==> config.mk <==
export PLATFORM = sky130hd
export DESIGN_NAME = mpemu_scale
export DESIGN_NICKNAME = d
export VERILOG_FILES = /design/src/rtl/mpemu_scale_pkg.sv /design/src/rtl/mpemu_pp.sv /design/src/rtl/mpemu_scale.sv
export SDC_FILE = /design/constraint.sdc
export NUM_CORES = 2
export LEC_CHECK = 0
export ABC_AREA = 0
export ABC_CLOCK_PERIOD_IN_PS = 9300
export CORE_AREA = 5 5 253 255
export CTS_CLUSTER_DIAMETER = 120
export DETAILED_ROUTE_END_ITERATION = 8
export DIE_AREA = 0 0 258 260
export PLACE_DENSITY = 0.79
export SYNTH_ARGS = -nofsm -noshare
export SYNTH_HDL_FRONTEND = slang
export SYNTH_SLANG_ARGS = --single-unit
==> constraint.sdc <==
create_clock -name clk -period 9.3 [get_ports clk]
set_input_delay 1.86 -clock clk [delete_from_list [all_inputs] [get_ports clk]]
set_output_delay 1.86 -clock clk [all_outputs]
set_load 0.01 [all_outputs]
==> src/rtl/mpemu_scale_pkg.sv <==
// Shared constants for the Q8.24 gain multiplier and the mixer sequencer
// that schedules around its fixed latency.
package mpemu_scale_pkg;

    localparam int MPEMU_LATENCY = 6;
    localparam int A_WIDTH       = 24;
    localparam int B_WIDTH       = 32;
    localparam int FRAC_BITS     = 24;
    localparam int P_WIDTH       = 32;

    localparam logic [B_WIDTH-1:0] SCALE_UNITY = 32'h01_000000;

    // The scale is split into a 16-bit unsigned low half and a signed high half.
    localparam int SPLIT_W = 16;
    localparam int PP_LO_W = A_WIDTH + SPLIT_W + 1;
    localparam int PP_HI_W = A_WIDTH + B_WIDTH - SPLIT_W;
    localparam int SUM_W   = A_WIDTH + B_WIDTH;

endpackage

==> src/rtl/mpemu_pp.sv <==
// Registered partial-product multiplier: signed multiplicand times a
// multiplier slice that is treated as either signed or unsigned.
module mpemu_pp
    import mpemu_scale_pkg::*;
#(
    parameter int A_W      = 24,
    parameter int B_W      = 16,
    parameter bit B_SIGNED = 1'b1,
    parameter int P_W      = 40
) (
    input  logic                  clk,
    input  logic                  rst,
    input  logic signed [A_W-1:0] a_i,
    input  logic        [B_W-1:0] b_i,
    output logic signed [P_W-1:0] p_o
);

    logic signed [B_W:0]   b_ext;
    logic signed [P_W-1:0] p_d;

    // P_W is sized to hold the exact product, so the wrap-free result
    // falls out of multiplying the sign-extended operands at that width.
    always_comb begin
        b_ext = B_SIGNED ? {b_i[B_W-1], b_i} : {1'b0, b_i};
        p_d   = P_W'(a_i) * P_W'(b_ext);
    end

    always_ff @(posedge clk or posedge rst) begin
        if (rst) begin
            p_o <= '0;
        end else begin
            p_o <= p_d;
        end
    end

endmodule

==> src/rtl/mpemu_scale.sv <==
// Six-stage signed sample-by-Q8.24-gain multiplier; output is the product
// shifted right by FRAC_BITS with floor truncation and no saturation.
module mpemu_scale #(
    parameter int A_WIDTH   = 24,
    parameter int B_WIDTH   = 32,
    parameter int FRAC_BITS = 24,
    parameter int P_WIDTH   = 32
) (
    input  logic                      clk,
    input  logic                      rst,
    input  logic signed [A_WIDTH-1:0] mpcand_i,
    input  logic signed [B_WIDTH-1:0] scale_i,
    output logic signed [P_WIDTH-1:0] mprod_o
);
    import mpemu_scale_pkg::*;

    logic signed [A_WIDTH-1:0] delayed_a1;
    logic signed [A_WIDTH-1:0] delayed_a2;
    logic signed [B_WIDTH-1:0] delayed_b1;
    logic signed [B_WIDTH-1:0] delayed_b2;
    logic signed [PP_LO_W-1:0] pp_lo;
    logic signed [PP_HI_W-1:0] pp_hi;
    logic signed [SUM_W-1:0]   sum_d;
    logic signed [SUM_W-1:0]   sum_q;
    logic signed [P_WIDTH-1:0] scaled_d;
    logic signed [P_WIDTH-1:0] scaled_q;

    // Stages 1 and 2: operand delay registers
    always_ff @(posedge clk or posedge rst) begin
        if (rst) begin
            delayed_a1 <= '0;
            delayed_b1 <= '0;
            delayed_a2 <= '0;
            delayed_b2 <= '0;
        end else begin
            delayed_a1 <= mpcand_i;
            delayed_b1 <= scale_i;
            delayed_a2 <= delayed_a1;
            delayed_b2 <= delayed_b1;
        end
    end

    // Stage 3: partial products, low half of the scale is magnitude-only
    mpemu_pp #(
        .A_W      (A_WIDTH),
        .B_W      (SPLIT_W),
        .B_SIGNED (1'b0),
        .P_W      (PP_LO_W)
    ) u_pp_lo (
        .clk (clk),
        .rst (rst),
        .a_i (delayed_a2),
        .b_i (delayed_b2[SPLIT_W-1:0]),
        .p_o (pp_lo)
    );

    mpemu_pp #(
        .A_W      (A_WIDTH),
        .B_W      (B_WIDTH - SPLIT_W),
        .B_SIGNED (1'b1),
        .P_W      (PP_HI_W)
    ) u_pp_hi (
        .clk (clk),
        .rst (rst),
        .a_i (delayed_a2),
        .b_i (delayed_b2[B_WIDTH-1:SPLIT_W]),
        .p_o (pp_hi)
    );

    // Stage 4 recombines at full width, stage 5 drops the fraction
    always_comb begin
        sum_d    = (SUM_W'(pp_hi) <<< SPLIT_W) + SUM_W'(pp_lo);
        scaled_d = sum_q[FRAC_BITS +: P_WIDTH];
    end

    always_ff @(posedge clk or posedge rst) begin
        if (rst) begin
            sum_q    <= '0;
            scaled_q <= '0;
            mprod_o  <= '0;
        end else begin
            sum_q    <= sum_d;
            scaled_q <= scaled_d;
            mprod_o  <= scaled_q;
        end
    end

endmodule

==> metrics.txt <==
start-to-end type of the worst setup path=reg -> reg; aggregate global-route resource usage=25.56%; net total in the final layout=4662; Layout Skew=31.28 ps; Max-slew headroom=4.824%; endpoint class of the critical path=flop; height of the die=260 microns; ratio of cells with drive above 1 in the final layout=2.881%; kind of cell with the highest combined delay on the critical path=adder cells; crit path time final=7415 ps; Synth async-reset ratio=100.0%; number of I/O pins=90; Core Rows=91; logic depth of the worst setup path including buffers=19; Hold-fix buffers, CTS=0; remaining antenna violation count after routing=0; core utilization of the finished layout=62.69%; number of synthesized flops with an enable pin=0; max-capacitance violation count=0; clock latency of the later-clocked register in the worst-skew pair=610 ps; ys flop type=dfrtp_1; Critical Path Slowest Stage Cell=dfrtp_1; number of max-slew violations in the final report=0; total half-perimeter wirelength after legalization and detailed placement=62460 microns; die area=0.06708 sq mm; origin of the worst setup path=delayed_a2[12]; clock tree from TritonCTS=built; final total negative setup slack=0 ps; layout overhead on the synthesized area=7.469%; overflow left after global routing=0; data required time at the worst endpoint=9800 ps; Worst-Margin Slew=1428 ps; starting utilization of the core area=58.33%; core outline area=0.06137 sq mm; post-synthesis instance area=0.03580 sq mm; first-pass GRT wire length=136800 microns; DRC viols=0; Buffers & Inverters on Critical Path=3; maximum number of buffers from clock root to sink=3; CTS H-Tree Depth=1; final count of hold timing violations=0; summed area of non-filler cells in the final layout=0.03847 sq mm; routed via count divided by cell count=5.480; sequential element share of the synthesized area=19.08%; number of DRC violations after detailed-routing iteration 0=1793; register-to-register setup slack=1890 ps; Clock Root Buffer=clkbuf_16; cell depth of the worst flop-to-flop path=19; I/O Buffers=89; DR WL/cell=18.62 microns; placed cell areas=0.03740 sq mm; Reg-to-Reg Start=delayed_a2[12]; initial antenna violation count=4; RR Endpoint=u_pp_hi.p_o[39]; pin count of the biggest net entering global routing=148; synthesized area divided by synthesized cell count=9.919 sq um; Reg clk slew, reported paths=60 ps; detailed-router iteration count before antenna repair=6; Final setup viols=0; unique cell type count in the Yosys netlist=68; result of the run=finished, final reports clean; final weighted congestion in routability-driven placement=0.9144; instance count of the mapped netlist=3609; final worst-path cycle share=79.73%; Achievable Freq=0.1349 GHz; maximum fanout along the worst path=32; post-CTS repair timing setup buffer count=0; clock buffer count from CTS=30; Critical Path Sink=u_pp_hi.p_o[39]; cells resized by post-CTS repair=0; nets in the synthesized netlist=4651; most used cell, CP=fa_1; via total after detailed routing=24310; kind of launch point of the worst setup path=flop; number of fillers in the final layout=4784; setup repair after global routing missed its margin=no; via count of the first global-routing pass=26410; number of sinks on the clock net=273; worst hold slack after final layout=338.6 ps; Total Wirelength=82610 microns; Die X-Extent=258 microns; worst min-delay path class=reg -> reg; ordered cell list for the critical path=nand2_1 > fa_1 > inv_1 > fa_1 > fa_1 > fa_1 > fa_1 > inv_1 > fa_1 > inv_1 > ha_1 > a21oi_2 > o21ai_0 > a22oi_1 > o211ai_1 > o31ai_1 > o211a_1 > nor2_1 > a211oi_1; flip-flop and latch count after synthesis=273; delay of the slowest cell on the worst path=1250 ps; number of synthesis warnings=0; signal arrival time at the worst endpoint=7920 ps
registers in the layout (all words and copies together), names as in the netlist:
name,flops
delayed_a1,24
delayed_a2,24
delayed_b1,32
delayed_b2,32
mprod_o,32
scaled_q,32
sum_q,32
u_pp_hi.p_o,40
u_pp_lo.p_o,25
Yosys cell counts (18+ instances only):
cell / instances / area, sq um
inv_1: 909 / 3412
fa_1: 749 / 14990
nand2_1: 489 / 1836
and2_1: 294 / 1839
dfrtp_1: 273 / 6832
ha_1: 235 / 2940
clkbuf_1: 141 / 529.3
a21oi_1: 83 / 415.4
xnor2_1: 70 / 613.1
nor2_1: 69 / 259.0
o21ai_0: 44 / 220.2
a21o_1: 34 / 255.2
xor2_1: 21 / 183.9
nand3_1: 19 / 95.09
nand4_1: 18 / 112.6
nor3_1: 18 / 90.09
metrics by stage:
| step | cells | setup WS (ps) |
|---|---|---|
| finish | 4436 | 1885 |
| global route | 4434 | 1605 |
| CTS | 4434 | 1974 |
| detailed placement | 4378 | 1997 |
| global placement | 4378 | 2120 |
| floorplan | 3609 | 3046 |
area by class of cell:
cell class                      count  area [sq um]  share of cell area (%)
Antenna cell                        2         5.005                 0.01301
Tap cell                          790         988.4                   2.569
Clock inverter                     15         216.5                  0.5626
Inverter                          909          3416                   8.878
Clock buffer                       41         852.1                   2.215
Sequential cell                   273          6833                   17.76
Multi-Input combinational cell   2284         25010                   65.01
Timing Repair Buffer              122          1151                   2.992
cell usage in the layout (no fill, tap or decap), types with 4 or more instances in the layout:
cell type        Yosys  layout
a211oi_1             9       9
clkinvlp_4           0       4
nand2_1            489     489
a21o_1              34      34
nand2b_1            10      10
nor2b_1              5       5
clkdlybuf4s50_1      0      89
nor3_1              18      18
o21ai_0             44      44
nor2_1              69      69
o211ai_1            12      12
bufinv_16            0       4
xnor2_1             70      70
clkbuf_8             0       6
fa_1               749     749
nor3b_1              4       4
clkbuf_16            0      30
inv_1              909     908
and2_1             294     294
a21oi_1             83      83
buf_4                0      32
and3_1               8       8
o21a_1               9       9
dfrtp_1            273     272
ha_1               235     235
o31ai_1              5       5
o21bai_1             8       8
xor2_1              21      21
nand3_1             19      19
a211o_1              4       4
a31oi_1             11      11
nand4_1             18      18
clkbuf_1           141       5
o311ai_0             5       5
kinds of logic (layout without fill, tap and decap cells):
kind of cell,Yosys count,in the layout,synth area share [%]
simple gates,948,948,12.62
compound gates,260,260,4.893
xor+xnor,91,91,2.226
flops,273,273,19.08
fa+ha+maj,984,984,50.10
buf+inv,1052,1087,11.05
other cells,0,2,0
mux,1,1,0.02796
worst reg2reg max path, delay by kind of cell, from the launching register on:
kind	cells	cell delay (ps)
fa+ha+maj	7	3480
compound gates	7	2150
flops	1	1250
simple gates	2	290
buf+inv	3	160
worst min-delay path by stage:
stage	start	end	slack, ps	depth (start not counted)
final	delayed_a1[20]	delayed_a2[20]	340	0
after global routing	sum_q[25]	scaled_q[1]	350	0
after CTS	scaled_q[16]	mprod_o[16]	350	0
after detailed placement	delayed_b1[18]	delayed_b2[18]	330	0
after global placement	delayed_a1[4]	delayed_a2[4]	330	0
after floorplan	delayed_a1[0]	delayed_a2[0]	330	0
layer usage:
layer  part of all wire, %  vias up  GRT usage (%)
met5                     0        -              0
met4                   3.4        0          8.529
li1                      -    10570              -
met3                   9.8      227          5.291
met2                    49     1098          42.63
met1                    38    12410          33.91
Power is left out: the tool's default activity adds up to more than one toggle a clock period on the data nets, which glitch-free logic cannot reach.
